--- src/rtl/serial_subtractor_pkg.sv ---
// ---------------------------------------------------------------------------
// serial_subtractor_pkg
// Shared definitions for the bit-serial arithmetic blocks.
//   state_t       : FSM state encoding (IDLE / RUN / DONE), shared so other
//                   serial arithmetic units decode states identically.
//   countWidth()  : width of a bit counter that must reach the value 'width'.
// ---------------------------------------------------------------------------
package serial_subtractor_pkg;

    typedef enum logic [1:0] {
        IDLE = 2'd0,
        RUN  = 2'd1,
        DONE = 2'd2
    } state_t;

    // Counter must be able to represent 0..width, hence width+1 values.
    function automatic int countWidth(input int width);
        return $clog2(width + 1);
    endfunction

endpackage

--- src/rtl/serial_subtractor_full_subtractor.sv ---
// ---------------------------------------------------------------------------
// full_subtractor
// One-bit combinational subtractor cell computing a - b - bin.
// Ports:
//   a    : minuend bit
//   b    : subtrahend bit
//   bin  : borrow-in
//   dout : difference bit
//   bout : borrow-out
// ---------------------------------------------------------------------------
module full_subtractor (
    input  logic a,
    input  logic b,
    input  logic bin,
    output logic dout,
    output logic bout
);

    // A borrow is needed when b exceeds a, or when a equals b and a borrow
    // is already pending from the lower bit.
    assign dout = a ^ b ^ bin;
    assign bout = (~a & b) | (~(a ^ b) & bin);

endmodule

--- src/rtl/serial_subtractor.sv ---
// ---------------------------------------------------------------------------
// serial_subtractor
// Bit-serial subtractor computing a - b - bin over WIDTH clock cycles using a
// single full_subtractor cell, LSB first.
// Parameters:
//   WIDTH : operand width in bits (2..32)
// Ports:
//   clk   : clock, rising edge
//   rst   : asynchronous active-high reset
//   start : begin a subtraction (honoured only in IDLE)
//   a     : minuend
//   b     : subtrahend
//   bin   : borrow-in
//   busy  : high in RUN and DONE
//   done  : one-cycle pulse when a new result is presented
//   diff  : (a - b - bin) mod 2^WIDTH
//   bout  : unsigned borrow-out (a < b + bin)
//   ovf   : two's-complement signed overflow
// ---------------------------------------------------------------------------
module serial_subtractor #(
    parameter int WIDTH = 8
) (
    input  logic             clk,
    input  logic             rst,
    input  logic             start,
    input  logic [WIDTH-1:0] a,
    input  logic [WIDTH-1:0] b,
    input  logic             bin,
    output logic             busy,
    output logic             done,
    output logic [WIDTH-1:0] diff,
    output logic             bout,
    output logic             ovf
);

    import serial_subtractor_pkg::*;

    localparam int            CW   = countWidth(WIDTH);
    localparam logic [CW-1:0] LAST = CW'(WIDTH - 1);

    state_t           r_state;
    logic [WIDTH-1:0] r_a;
    logic [WIDTH-1:0] r_b;
    logic [WIDTH-1:0] r_res;
    logic             r_borrow;
    logic [CW-1:0]    r_count;
    logic             r_busy;
    logic             r_done;
    logic [WIDTH-1:0] r_diff;
    logic             r_bout;
    logic             r_ovf;

    logic             w_dout;
    logic             w_bout;
    logic [WIDTH-1:0] w_resNext;

    // The single shared cell always works on bit 0 of the operand shift
    // registers; shifting them right each RUN cycle walks it up the word.
    full_subtractor u_cell (
        .a    (r_a[0]),
        .b    (r_b[0]),
        .bin  (r_borrow),
        .dout (w_dout),
        .bout (w_bout)
    );

    // Difference bits enter at the MSB so that after WIDTH shifts the first
    // (LSB) result bit has arrived at bit 0.
    assign w_resNext = {w_dout, r_res[WIDTH-1:1]};

    // Control FSM and datapath. On the final RUN cycle r_a[0]/r_b[0] hold the
    // captured operand sign bits, so overflow is decided from them and the
    // freshly computed MSB of the difference without extra storage.
    always_ff @(posedge clk or posedge rst) begin
        if (rst) begin
            r_state  <= IDLE;
            r_a      <= '0;
            r_b      <= '0;
            r_res    <= '0;
            r_borrow <= 1'b0;
            r_count  <= '0;
            r_busy   <= 1'b0;
            r_done   <= 1'b0;
            r_diff   <= '0;
            r_bout   <= 1'b0;
            r_ovf    <= 1'b0;
        end else begin
            case (r_state)
                IDLE: begin
                    if (start) begin
                        r_a      <= a;
                        r_b      <= b;
                        r_borrow <= bin;
                        r_count  <= '0;
                        r_busy   <= 1'b1;
                        r_state  <= RUN;
                    end
                end
                RUN: begin
                    r_a      <= r_a >> 1;
                    r_b      <= r_b >> 1;
                    r_res    <= w_resNext;
                    r_borrow <= w_bout;
                    r_count  <= r_count + CW'(1);
                    if (r_count == LAST) begin
                        r_diff  <= w_resNext;
                        r_bout  <= w_bout;
                        r_ovf   <= (r_a[0] != r_b[0]) && (w_dout != r_a[0]);
                        r_done  <= 1'b1;
                        r_state <= DONE;
                    end
                end
                DONE: begin
                    r_done  <= 1'b0;
                    r_busy  <= 1'b0;
                    r_state <= IDLE;
                end
                default: begin
                    r_done  <= 1'b0;
                    r_busy  <= 1'b0;
                    r_state <= IDLE;
                end
            endcase
        end
    end

    assign busy = r_busy;
    assign done = r_done;
    assign diff = r_diff;
    assign bout = r_bout;
    assign ovf  = r_ovf;

endmodule
--- config.mk ---
export PLATFORM = sky130hd
export DESIGN_NAME = serial_subtractor
export DESIGN_NICKNAME = d
export VERILOG_FILES = /design/src/rtl/serial_subtractor_pkg.sv /design/src/rtl/serial_subtractor_full_subtractor.sv /design/src/rtl/serial_subtractor.sv
export SDC_FILE = /design/constraint.sdc
export NUM_CORES = 1
export LEC_CHECK = 0
export CORE_AREA = 2 2 62 64
export DETAILED_ROUTE_END_ITERATION = 8
export DIE_AREA = 0 0 64 66
export GPL_TIMING_DRIVEN = 0
export PLACE_DENSITY = 0.84
export RECOVER_POWER = 100
export SLEW_MARGIN = 20
export SYNTH_ARGS = -nofsm -noshare
export SYNTH_HDL_FRONTEND = slang
export SYNTH_SLANG_ARGS = --single-unit
--- constraint.sdc ---
create_clock -name clk -period 3.2 [get_ports clk]
set_input_delay 0.48 -clock clk [delete_from_list [all_inputs] [get_ports clk]]
set_output_delay 0.48 -clock clk [all_outputs]
set_load 0.05 [all_outputs]
Word-level counts from Yosys, hierarchy flattened
Index checks and enable logic that the tools add are counted.
{ "word_totals": {"word_cells": 50, "reg_bits": 43, "inputBits": 20} }
{ "op_classes": {"mux": 15, "n_reduce_logical": 8, "add_sub_neg": 1, "n_eq_ne": 6, "n_bitwise": 9} }
{ "op_table": {"columns": ["operator", "count"], "rows": [
  ["$pmux 8 s2", 2],
  ["$mux 8", 2],
  ["$reduce_and 2->1", 5],
  ["$pmux 4 s2", 1],
  ["$pmux 1 s2", 3],
  ["$add 4x1->4 const B", 1],
  ["$eq 4x3->1 const B", 1],
  ["$mux 2", 2],
  ["$mux 4", 1],
  ["$ne 2x2->1 const B", 2],
  ["$not 1->1", 4],
  ["$pmux 2 s2", 1],
  ["$mux 1", 3],
  ["$and 1x1->1", 2],
  ["$eq 2x1->1 const B", 1],
  ["$logic_not 2->1", 1],
  ["$ne 1x1->1", 2],
  ["$reduce_bool 2->1", 1],
  ["$xor 1x1->1", 2],
  ["$logic_and 1x1->1", 1],
  ["$or 1x1->1", 1]
]} }

Depth between registers and ports, before layout
{ "logic_depth": {"word_depth": 5, "ltp_mapped": 6, "ltp_nobuf": 5} }

By module
A second synthesis with hierarchy kept.
{ "unflattened": {"hier_cells": 167, "hier_area_um2": 1795.5} }
{ "by_module_without_submodules": {"columns": ["module", "seq_area_each_um2", "cells_each", "area_per_inst_um2", "n_inst"], "rows": [
  ["serial_subtractor", 1051.0, 163, 1764.2, 1],
  ["full_subtractor", 0.0, 4, 31.3, 1]
]} }

Least setup slack after synthesis
No wires, ideal clock.
{ "synth_timing": {"path_kind": "reg2reg", "from": "register r_borrow", "to": "register r_ovf, in the netlist ovf", "required_time_ns": 3.075, "setup_slack_ns": 1.684, "arrival_time_ns": 1.391, "period_less_slack_ns": 1.516, "stages_incl_launch_ff": 5, "cell_sequence": "dfrtp_1 fa_1 xor2_1 nor2_1 mux2_4"} }
{ "synth_between": {"elab_chain_len": 3} }
{ "synth_lines": {"columns": ["item", "line_no", "text"], "rows": [
  ["from (decl)", "serial_subtractor.sv:45", "logic r_borrow;"],
  ["from (signal assigned)", "serial_subtractor.sv:93", "r_borrow <= bin;"],
  ["from (signal assigned)", "serial_subtractor.sv:103", "r_borrow <= w_bout;"],
  ["$xor 1x1->1", "serial_subtractor_full_subtractor.sv:21", "assign dout = a ^ b ^ bin;"],
  ["$ne 1x1->1", "serial_subtractor.sv:108", "r_ovf <= (r_a[0] != r_b[0]) && (w_dout != r_a[0]);"],
  ["$logic_and 1x1->1", "serial_subtractor.sv:108", null],
  ["to (signal assigned)", "serial_subtractor.sv:108", null],
  ["to (decl)", "serial_subtractor.sv:51", "logic r_ovf;"]
]} }
No other way between the ends.
A chain may end at the register's enable or synchronous reset.

Final worst setup path
{ "layout_timing": {"from": "register r_bout, in the netlist bout", "to": "output port bout"} }
{ "layout_lines": {"columns": ["item", "line_no", "text"], "rows": [
  ["from (decl)", "serial_subtractor.sv:50", "logic r_bout;"],
  ["from (signal assigned)", "serial_subtractor.sv:107", "r_bout <= w_bout;"],
  ["to (decl)", "serial_subtractor.sv:32", "output logic bout,"]
]} }
No word-level cell between the ends.

==> results.toml <==
[timing]
final_hold_viol_count = 0
max_freq_mhz = 480
slew_headroom = 0.549
worst_slew_pin_slew_ns = 0.675
finalMaxSlewViolations = 0
tns_ns = 0
setup_viol = 0
fin_crit_ns = 2.08
finalCritPeriodShare = 0.651
rsz0062_at_grt = "false"
final.setup_skew_ns = 0.00662

[cells_and_area]
area_growth_pct = 20.4
fin_cells = 269
fin_nets = 243
mostFrequentLayoutCells = "42 x dfrtp_1, 24 x nand2_1, 20 x o21ai_0"
diodes = 0
final_common_cell = "dfrtp_1"
layout-drive-gt1-share = 0.0543
multiInputGateArea_um2 = 762
nFillCells = 275
final_area_mm2 = 0.00233
seqCellArea_mm2 = 0.00105

[cts]
clk_latency_ns = 0.34
h-tree-depth = 2
root_buffer = "clkbuf_4"
cts-resized-gates = 0
cts_sinks = 42
postCtsHoldBufs = 0
path_clk_slew_ns = 0.11
cts_buffers = 5
cts_tree = "done"
cts.path.max_buffers = 2
postCtsSetupRepairBufs = 0

[floorplan]
std_cell_rows = 22
core_mm2 = 0.00355
io_pins = 32
fp.dieH_um = 66
fp.dieW_um = 64
die-area_mm2 = 0.00422
initial_core_util = 0.545

[setup_path]
rr_worst_depth = 4
worst_path_largest_cell_delay_ns = 0.88
worstSetupEndpointType = "output port"
timing.rr.start = "r_state[0]"
cp.required_ns = 2.72
cp.arrival_ns = 1.60
slowest_stage = "dlygate4sd3_1"
critPathBufInv = 1
cp_cell_sequence = "dlygate4sd3_1"
crit_family = "buffers and inverters"
worstPathMaxFanout = 2
crit_path_start_kind = "flip-flop"
path_depth = 1
startpoint = "bout"
critPathKind = "reg2out"

[placement]
place.gp.congestion = 0.803
dp_hpwl_mm = 2.65
io_buffer_count = 30
place_area_mm2 = 0.00231
dp_cells = 261

[synthesis]
syn_area_mm2 = 0.00193
synth_seq_cells = 42
synth_top_family_by_area = "compound AO/OA/AOI/OAI gates"
syn_inst = 182
ys_seq_area_frac = 0.543
yosys.area_share.simple = 0.129
synth_area_per_cell_um2 = 10.6
post_synth_num_cell_types = 28
synth_warnings = 0
synth_xor_area_frac = 0.00453
syn_nets = 205
synthMuxAreaShare = 0.0763
synth_compound_area_frac = 0.180
synthAdderAreaFrac = 0.0233

[grt]
grt_pass1_vias = 1375
gr-total-overflow = 0
antenna_found_initial = 0
grt_pass1_wl_mm = 6.36
grt_util_all_layers = 0.199
grt_max_degree = 27

[routing]
drt_iter0_drc = 110
drt_pass1_iterations = 4
drcViolationCount = 0
wl_per_cell_um = 13.8
vias = 1451
route.antenna.remaining_nets = 0
wirelength_mm = 3.72
via_per_inst = 5.39

[power_and_ir_drop]
ir_worst_vdd_v = 0.000558
p_per_area_mw_per_mm2 = 921
p_leak_uw = 0.00104

[min_path]
min_from = "done"
hold_class = "reg2reg"
hold_depth = 1

[job]
cap_violations = 0

[status]
outcome = "complete, no violations"
-- kinds of logic after synthesis --
family                     count (synthesis)
AOI/OAI and AO/OA                         58
and+or+nand+nor                           49
DFF                                       42
buffers and inverters                     18
muxes                                     11
adders and majority gates                  3
xor gates and xnor gates                   1
-- final timing paths --
path | end | slack, ns
max | bout | 1.12
max reg2reg | diff[2] | 1.19
min reg2reg | done | 0.49
min in group asynchronous | r_a[0] | 0.66
max in group asynchronous | r_state[0] | 1.97
min | done | 0.49
-- layer usage --
layer | vias to the layer above | part of all wire | global-route usage
met5 | - | 0 | 0
met4 | 0 | 0.015 | 0.0734
met1 | 699 | 0.46 | 0.268
met3 | 7 | 0.047 | 0.0409
met2 | 38 | 0.48 | 0.319
li1 | 707 | - | -
-- area by class of cell --
type                    count  share of cell area
plain buffers              12              0.0231
repair buffers             31               0.137
inverters                   6             0.00967
well taps                  48              0.0258
multi-input cells         122               0.327
flip-flops and latches     42               0.451
clock buffers               7              0.0236
clock inverters             1             0.00215
-- through the flow --
stage	setup slack, ns	util	total power [uW]	hold slack, ns
after floorplan	1.68	-	1670	0.446
after global placement	0.909	0.646	1950	0.458
after detailed placement	1.56	0.652	1990	0.469
after CTS	1.16	0.669	2250	0.431
after global routing	1.04	0.656	2300	0.505
final	1.12	0.656	2150	0.487
-- sequential cells by signal (all words and copies together) (netlist names) --
name      flops
r_count       4
ovf           1
r_res         7
r_a           8
r_state       2
diff          8
bout          1
r_borrow      1
done          1
r_b           8
busy          1
-- Yosys cell counts --
master / instances / area (um^2)
nor2b_1: 17 / 106
nand3_1: 2 / 10.0
dfrtp_1: 42 / 1050
o21ai_0: 18 / 90.1
xor2_1: 1 / 8.76
a21oi_1: 17 / 85.1
nor2_1: 3 / 11.3
a22oi_1: 15 / 113
a22o_1: 1 / 8.76
mux2_2: 2 / 22.5
mux2i_1: 2 / 20.0
a21o_1: 1 / 7.51
o21ai_1: 2 / 10.0
o21bai_1: 1 / 7.51
mux2_4: 7 / 105
buf_2: 2 / 10.0
and4_4: 1 / 11.3
a2bb2oi_1: 1 / 8.76
a41oi_1: 1 / 8.76
buf_6: 2 / 22.5
o311ai_1: 1 / 8.76
inv_1: 6 / 22.5
nand2_1: 24 / 90.1
ha_1: 2 / 25.0
nor2b_4: 1 / 13.8
fa_1: 1 / 20.0
nand2b_1: 1 / 6.26
clkbuf_1: 8 / 30.0
-- power breakdown --
part,switching [uW],leakage (uW),internal [uW]
clock network,158,0.0000353,107
registers,160,0.000535,753
logic,598,0.000468,370
total,916,0.00104,1230
No activity file was read; power rests on OpenSTA's default activity.
